==> src/rtl/mem_port_arbiter.sv <==
// Arbitrates one memory port between instruction fetch and data load/store, with a response watchdog.
// Define ARB_ROUND_ROBIN_EN for round-robin arbitration; otherwise data requests always win.
module mem_port_arbiter #(
    parameter int unsigned WATCHDOG_CYCLES = 255
) (
    input  logic        clk,
    input  logic        rst,
    input  logic        if_read,
    input  logic [31:0] if_addr,
    output logic [31:0] if_rdata,
    output logic        if_resp,
    input  logic        d_read,
    input  logic        d_write,
    input  logic [2:0]  d_funct3,
    input  logic [31:0] d_addr,
    input  logic [31:0] d_wdata,
    output logic [31:0] d_rdata,
    output logic        d_resp,
    output logic        d_misalign,
    output logic        mem_read,
    output logic        mem_write,
    output logic [31:0] mem_address,
    output logic [31:0] mem_wdata,
    output logic [3:0]  mem_byte_enable,
    input  logic [31:0] mem_rdata,
    input  logic        mem_resp,
    output logic        timeout
);

    localparam logic [15:0] WD_LIMIT = 16'(WATCHDOG_CYCLES);

    typedef enum logic [1:0] {IDLE, IFETCH, DATA, ERR} state_t;

    state_t      state, state_next;
    logic [15:0] wd_cnt;
    logic        is_store;
    logic        d_req, grant, grant_data, access_ok;
    logic        active, at_limit, expired;
    logic [3:0]  be_calc;
    logic        unused_addr_bits;

    assign unused_addr_bits = ^if_addr[1:0];
    assign d_req            = d_read | d_write;
    assign grant            = (state == IDLE) & (d_req | if_read);

`ifdef ARB_ROUND_ROBIN_EN
    logic prio_data;
    assign grant_data = d_req & (~if_read | prio_data);

    // Priority passes to whichever requester was not served by the latest grant.
    always_ff @(posedge clk) begin
        if (rst)        prio_data <= 1'b1;
        else if (grant) prio_data <= ~grant_data;
    end
`else
    assign grant_data = d_req;
`endif

    // Width decode: a store with a load-only code counts as undefined.
    always_comb begin
        // NOTE: every variable written here gets a default first, so no path can infer a latch.
        be_calc   = '0;
        access_ok = 1'b0;
        case (d_funct3)
            3'b000: begin access_ok = 1'b1;                    be_calc = 4'b0001 << d_addr[1:0]; end
            3'b100: begin access_ok = ~d_write;                be_calc = 4'b0001 << d_addr[1:0]; end
            3'b001: begin access_ok = ~d_addr[0];              be_calc = 4'b0011 << d_addr[1:0]; end
            3'b101: begin access_ok = ~d_write & ~d_addr[0];   be_calc = 4'b0011 << d_addr[1:0]; end
            3'b010: begin access_ok = (d_addr[1:0] == 2'b00);  be_calc = 4'b1111;                end
            default: ;
        endcase
        if (!access_ok) be_calc = '0;
    end

    assign active   = (state == IFETCH) | (state == DATA);
    assign at_limit = active & (wd_cnt == WD_LIMIT);
    // A response arriving in the expiry cycle still wins over the abort.
    assign expired  = at_limit & ~mem_resp;
    assign if_rdata = expired ? 32'h0 : mem_rdata;
    assign d_rdata  = expired ? 32'h0 : mem_rdata;

    always_comb begin
        state_next = state;
        mem_read   = 1'b0;
        mem_write  = 1'b0;
        if_resp    = 1'b0;
        d_resp     = 1'b0;
        d_misalign = 1'b0;
        timeout    = 1'b0;
        case (state)
            IDLE: begin
                if (grant) state_next = grant_data ? (access_ok ? DATA : ERR) : IFETCH;
            end
            IFETCH: begin
                mem_read = ~at_limit;
                if_resp  = mem_resp | at_limit;
                timeout  = expired;
                if (mem_resp || at_limit) state_next = IDLE;
            end
            DATA: begin
                mem_read  = ~at_limit & ~is_store;
                mem_write = ~at_limit & is_store;
                d_resp    = mem_resp | at_limit;
                timeout   = expired;
                if (mem_resp || at_limit) state_next = IDLE;
            end
            ERR: begin
                d_resp     = 1'b1;
                d_misalign = 1'b1;
                state_next = IDLE;
            end
            default: state_next = IDLE;
        endcase
    end

    always_ff @(posedge clk) begin
        // NOTE: sequential state uses non-blocking assignments so every register samples pre-edge values.
        if (rst) begin
            state           <= IDLE;
            wd_cnt          <= '0;
            is_store        <= 1'b0;
            mem_address     <= '0;
            mem_wdata       <= '0;
            mem_byte_enable <= '0;
        end else begin
            state <= state_next;
            if (grant) begin
                wd_cnt          <= '0;
                mem_address     <= grant_data ? {d_addr[31:2], 2'b00} : {if_addr[31:2], 2'b00};
                mem_wdata       <= d_wdata;
                mem_byte_enable <= grant_data ? be_calc : 4'b1111;
                is_store        <= grant_data & d_write;
            end else if (active && !mem_resp && !at_limit) begin
                wd_cnt <= wd_cnt + 16'd1;
            end
        end
    end

endmodule
==> config.mk <==
export PLATFORM = sky130hd
export DESIGN_NAME = mem_port_arbiter
export DESIGN_NICKNAME = d
export VERILOG_FILES = /design/src/rtl/mem_port_arbiter.sv
export SDC_FILE = /design/constraint.sdc
export NUM_CORES = 1
export LEC_CHECK = 0
export CORE_UTILIZATION = 33
export DETAILED_ROUTE_END_ITERATION = 8
export PLACE_DENSITY = 0.77
export SLEW_MARGIN = 20
export SYNTH_ARGS = -nofsm -noshare
export SYNTH_HDL_FRONTEND = slang
export SYNTH_SLANG_ARGS = --single-unit
==> constraint.sdc <==
create_clock -name clk -period 2.18 [get_ports clk]
set_clock_uncertainty 0.1 [all_clocks]
set_input_delay 0.218 -clock clk [delete_from_list [all_inputs] [get_ports clk]]
set_output_delay 0.218 -clock clk [all_outputs]
set_load 0.02 [all_outputs]
==> impl_metrics.tcl <==
set metrics [dict create \
    outcome "finished with violations" \
    violations "setup timing" \
    clockBufferDepth 2 \
    syn_inst 549 \
    dp_cells 965 \
    grt_max_degree 78 \
    grt_setup_unrepaired "yes" \
    final.setup.worst_slack_ps -234 \
    p_sw_share_pct 38.0 \
    h-tree-depth 3 \
    ys_ff_latch 85 \
    yosysSeqAreaShare_pct 40.0 \
    stdcell_count 991 \
    total_power_w 0.00804 \
    portBuffers 270 \
    holdWs_ps 324 \
    vias 4851 \
    cp-start-kind "register" \
    dr_wl_met2_mm 8.12 \
    routedWlPerCell_um 15.4 \
    maxCapViolCount 0 \
    met1Wirelength_mm 5.33 \
    dieWidth_um 116 \
    first_pass_iters 5 \
    finalCritPeriodShare_pct 111 \
    cts_buffers 9 \
    synth_area_leaders "dfxtp_1 40%, nand2_1 13%, a311oi_1 7.0%" \
    ys.flop_type "dfxtp_1" \
    critPathRequiredTime_ps 1860 \
    tritoncts "done" \
    core-area_um2 12600 \
    cts.sinks 85 \
    crit_top_cell "buf_6" \
    place_hpwl_mm 11.6 \
    drt_iter0_drc 167 \
    met3WireLength_mm 1.33 \
    power.density_nw_per_um2 1030 \
    grt.overflow.total 0 \
    synth_area_leader_cell "dfxtp_1" \
    slew_viol_final 0 \
    io_pins 275 \
    wirelength_mm 15.2 \
    fp.dieH_um 116 \
    seq_power_share_pct 27.2 \
    worstHoldPathType "input port to register" \
    post-place-ws_ps -280 \
    floorplan.initialDensity_pct 33.7 \
    final_area_um2 7790 \
    ys_warn_count 0 \
    fin_nets 957 \
    slowest_stage "dfxtp_2" \
    track_usage_pct 21.8 \
    p_leak_nw 3.24 \
    rows 41 \
    synth_edf_count 0 \
    antenna_found_initial 0 \
    grt_pass1_vias 4600 \
    critPathKind "register to primary output" \
    ys_types 50 \
    drt.antenna.violating_nets 0 \
    clkPwrFrac_pct 20.9 \
    max_stage_delay_ps 330 \
    cts_root_buf "clkbuf_16" \
    drt-vias-per-instance 4.90 \
    post_dp_cell_area_um2 7330 \
    grt_pass1_wl_mm 22.5 \
    synthToLayoutAreaGrowth_pct 82.9 \
    fin_crit_ps 2410 \
    cp_cell_sequence "inv_2, ha_4, nor2b_4, and4_1, nor3b_4, buf_6, buf_12, buf_4, nor2b_2, buf_6" \
    antenna_cells 0 \
    comb_power_share_pct 51.8 \
    finalSetupViolCount 66 \
    synth_top_cell_area_share_pct 40.0 \
    path_clk_slew_ps 60 \
    end_kind "primary output" \
    path_buf_inv 5 \
    synth_area_um2 4260 \
    fill_cells 1079 \
    maxUsedRoutingLayer "met4" \
    ir_drop_uv 629 \
    power.switching_w 0.00305 \
    critPathTopFamily "simple AND/OR/NAND/NOR gates" \
    fmax_mhz 414 \
    tightest_slew_ps 528 \
    final-hold-violation-count 0 \
    postSynthAreaPerCell_um2 7.76 \
    arrival_ps 2100 \
    crit_path_max_fanout 6 \
    async_reset_ff_share_pct 0 \
    insertion_delay_ps 330 \
    die-area_um2 13400 \
    max_slew_margin_pct 64.8 \
    p_int_w 0.00499 \
    drive_gt1_share_pct 23.4 \
    globalplace.congestion 0.843 \
    route.detailed.drc 0 \
]
-- sequential cells by signal (all words and copies together) (netlist names) --
signal	flops
mem_wdata	32
mem_address	30
wd_cnt	16
mem_byte_enable	4
state	2
is_store	1
-- per-stage QoR --
step	utilization, %	TNS, ps
2_1_floorplan	-	0
3_3_place_gp	58.1	-11780
3_5_place_dp	58.1	-14820
4_1_cts	60.4	-15200
5_1_grt	61.7	-19190
6_report	61.7	-12610
-- power by group through the flow --
stage               Combinational, W  Sequential, W  Clock [W]
detailed placement           0.00394        0.00222          0
floorplan                    0.00177        0.00267          0
global placement             0.00386        0.00220          0
CTS                          0.00404        0.00219    0.00172
global route                 0.00451        0.00224    0.00177
finish                       0.00417        0.00219    0.00168
-- worst reg2reg max path, stage by stage, from the launching register on --
cell and delay (ps):
dfxtp_2 340, inv_2 50, ha_4 260, buf_4 110, and3b_1 220, nand4_1 290, or3_1 410, a21oi_1 160
-- timing repair --
action | 4_1_cts | 5_1_grt
resized for setup | 269 | 114
buffers inserted | 5 | 4
gates cloned | 1 | 3
hold buffers | 0 | 0
endpoints found under the setup margin | 69 | 105
pin swaps | 3 | 2
-- kinds of logic (layout without fill, tap and decap cells) --
kind of cell / count (synthesis) / after routing / share of synthesized area, %
xor+xnor: 3 / 3 / 0.617
compound gates: 107 / 107 / 17.3
flops: 85 / 85 / 40.0
simple gates: 263 / 263 / 28.1
buf+inv: 76 / 345 / 10.2
mux: 8 / 8 / 1.88
fa+ha+maj: 6 / 6 / 1.76
other cells: 1 / 2 / 0.0880
-- worst paths after layout --
check / from / endpoint / slack [ps] / depth (start not counted)
min reg2reg: mem_wdata[18] / mem_wdata[18] / 360 / 2
max: state[1] / d_rdata[10] / -230 / 10
min: d_wdata[12] / mem_wdata[12] / 320 / 3
max reg2reg: state[0] / wd_cnt[11] / 170 / 7
-- cells in the mapped netlist, drive strengths merged, types with 4 or more instances --
library cell  instances
or3                   6
clkbuf               20
nand2               145
nand2b                4
nand4                 5
nand3                 4
ha                    6
a311oi               34
mux2i                 8
dfxtp                85
buf                  53
o21ai                 9
nor2                 45
a21oi                47
nor2b                36
-- cell usage in the layout (no fill, tap or decap), types with 4 or more instances in the layout --
cell type / netlist / routed
nand2_1: 144 / 144
clkbuf_16: 0 / 11
or3_1: 6 / 6
nor2b_4: 0 / 14
clkbuf_2: 0 / 12
nand2b_1: 4 / 4
dfxtp_1: 85 / 83
nor2_1: 44 / 43
buf_6: 0 / 52
buf_4: 35 / 45
nand4_1: 5 / 5
mux2i_1: 8 / 8
buf_12: 0 / 6
clkdlybuf4s50_1: 0 / 200
a21oi_1: 46 / 44
o21ai_0: 7 / 6
a311oi_1: 34 / 34
nor2b_1: 36 / 5
buf_2: 15 / 8
nor2b_2: 0 / 17
ha_1: 6 / 5
nand3_1: 4 / 4
-- final cells by class --
class	instances	area, um2	share of cell area (%)
well taps	172	215	2.76
inverters	3	11.3	0.145
multi-input cells	389	2300	29.5
clock inverters	5	81.3	1.04
flip-flops and latches	85	1700	21.9
repair buffers	326	3220	41.4
clock buffers	11	253	3.24
-- layer usage --
layer | vias up | GRT usage [%]
met2 | 223 | 40.6
li1 | 2354 | -
met5 | - | 0
met1 | 2249 | 22.5
met4 | 0 | 9.78
met3 | 25 | 6.33
No activity file was read; power rests on OpenSTA's default activity.
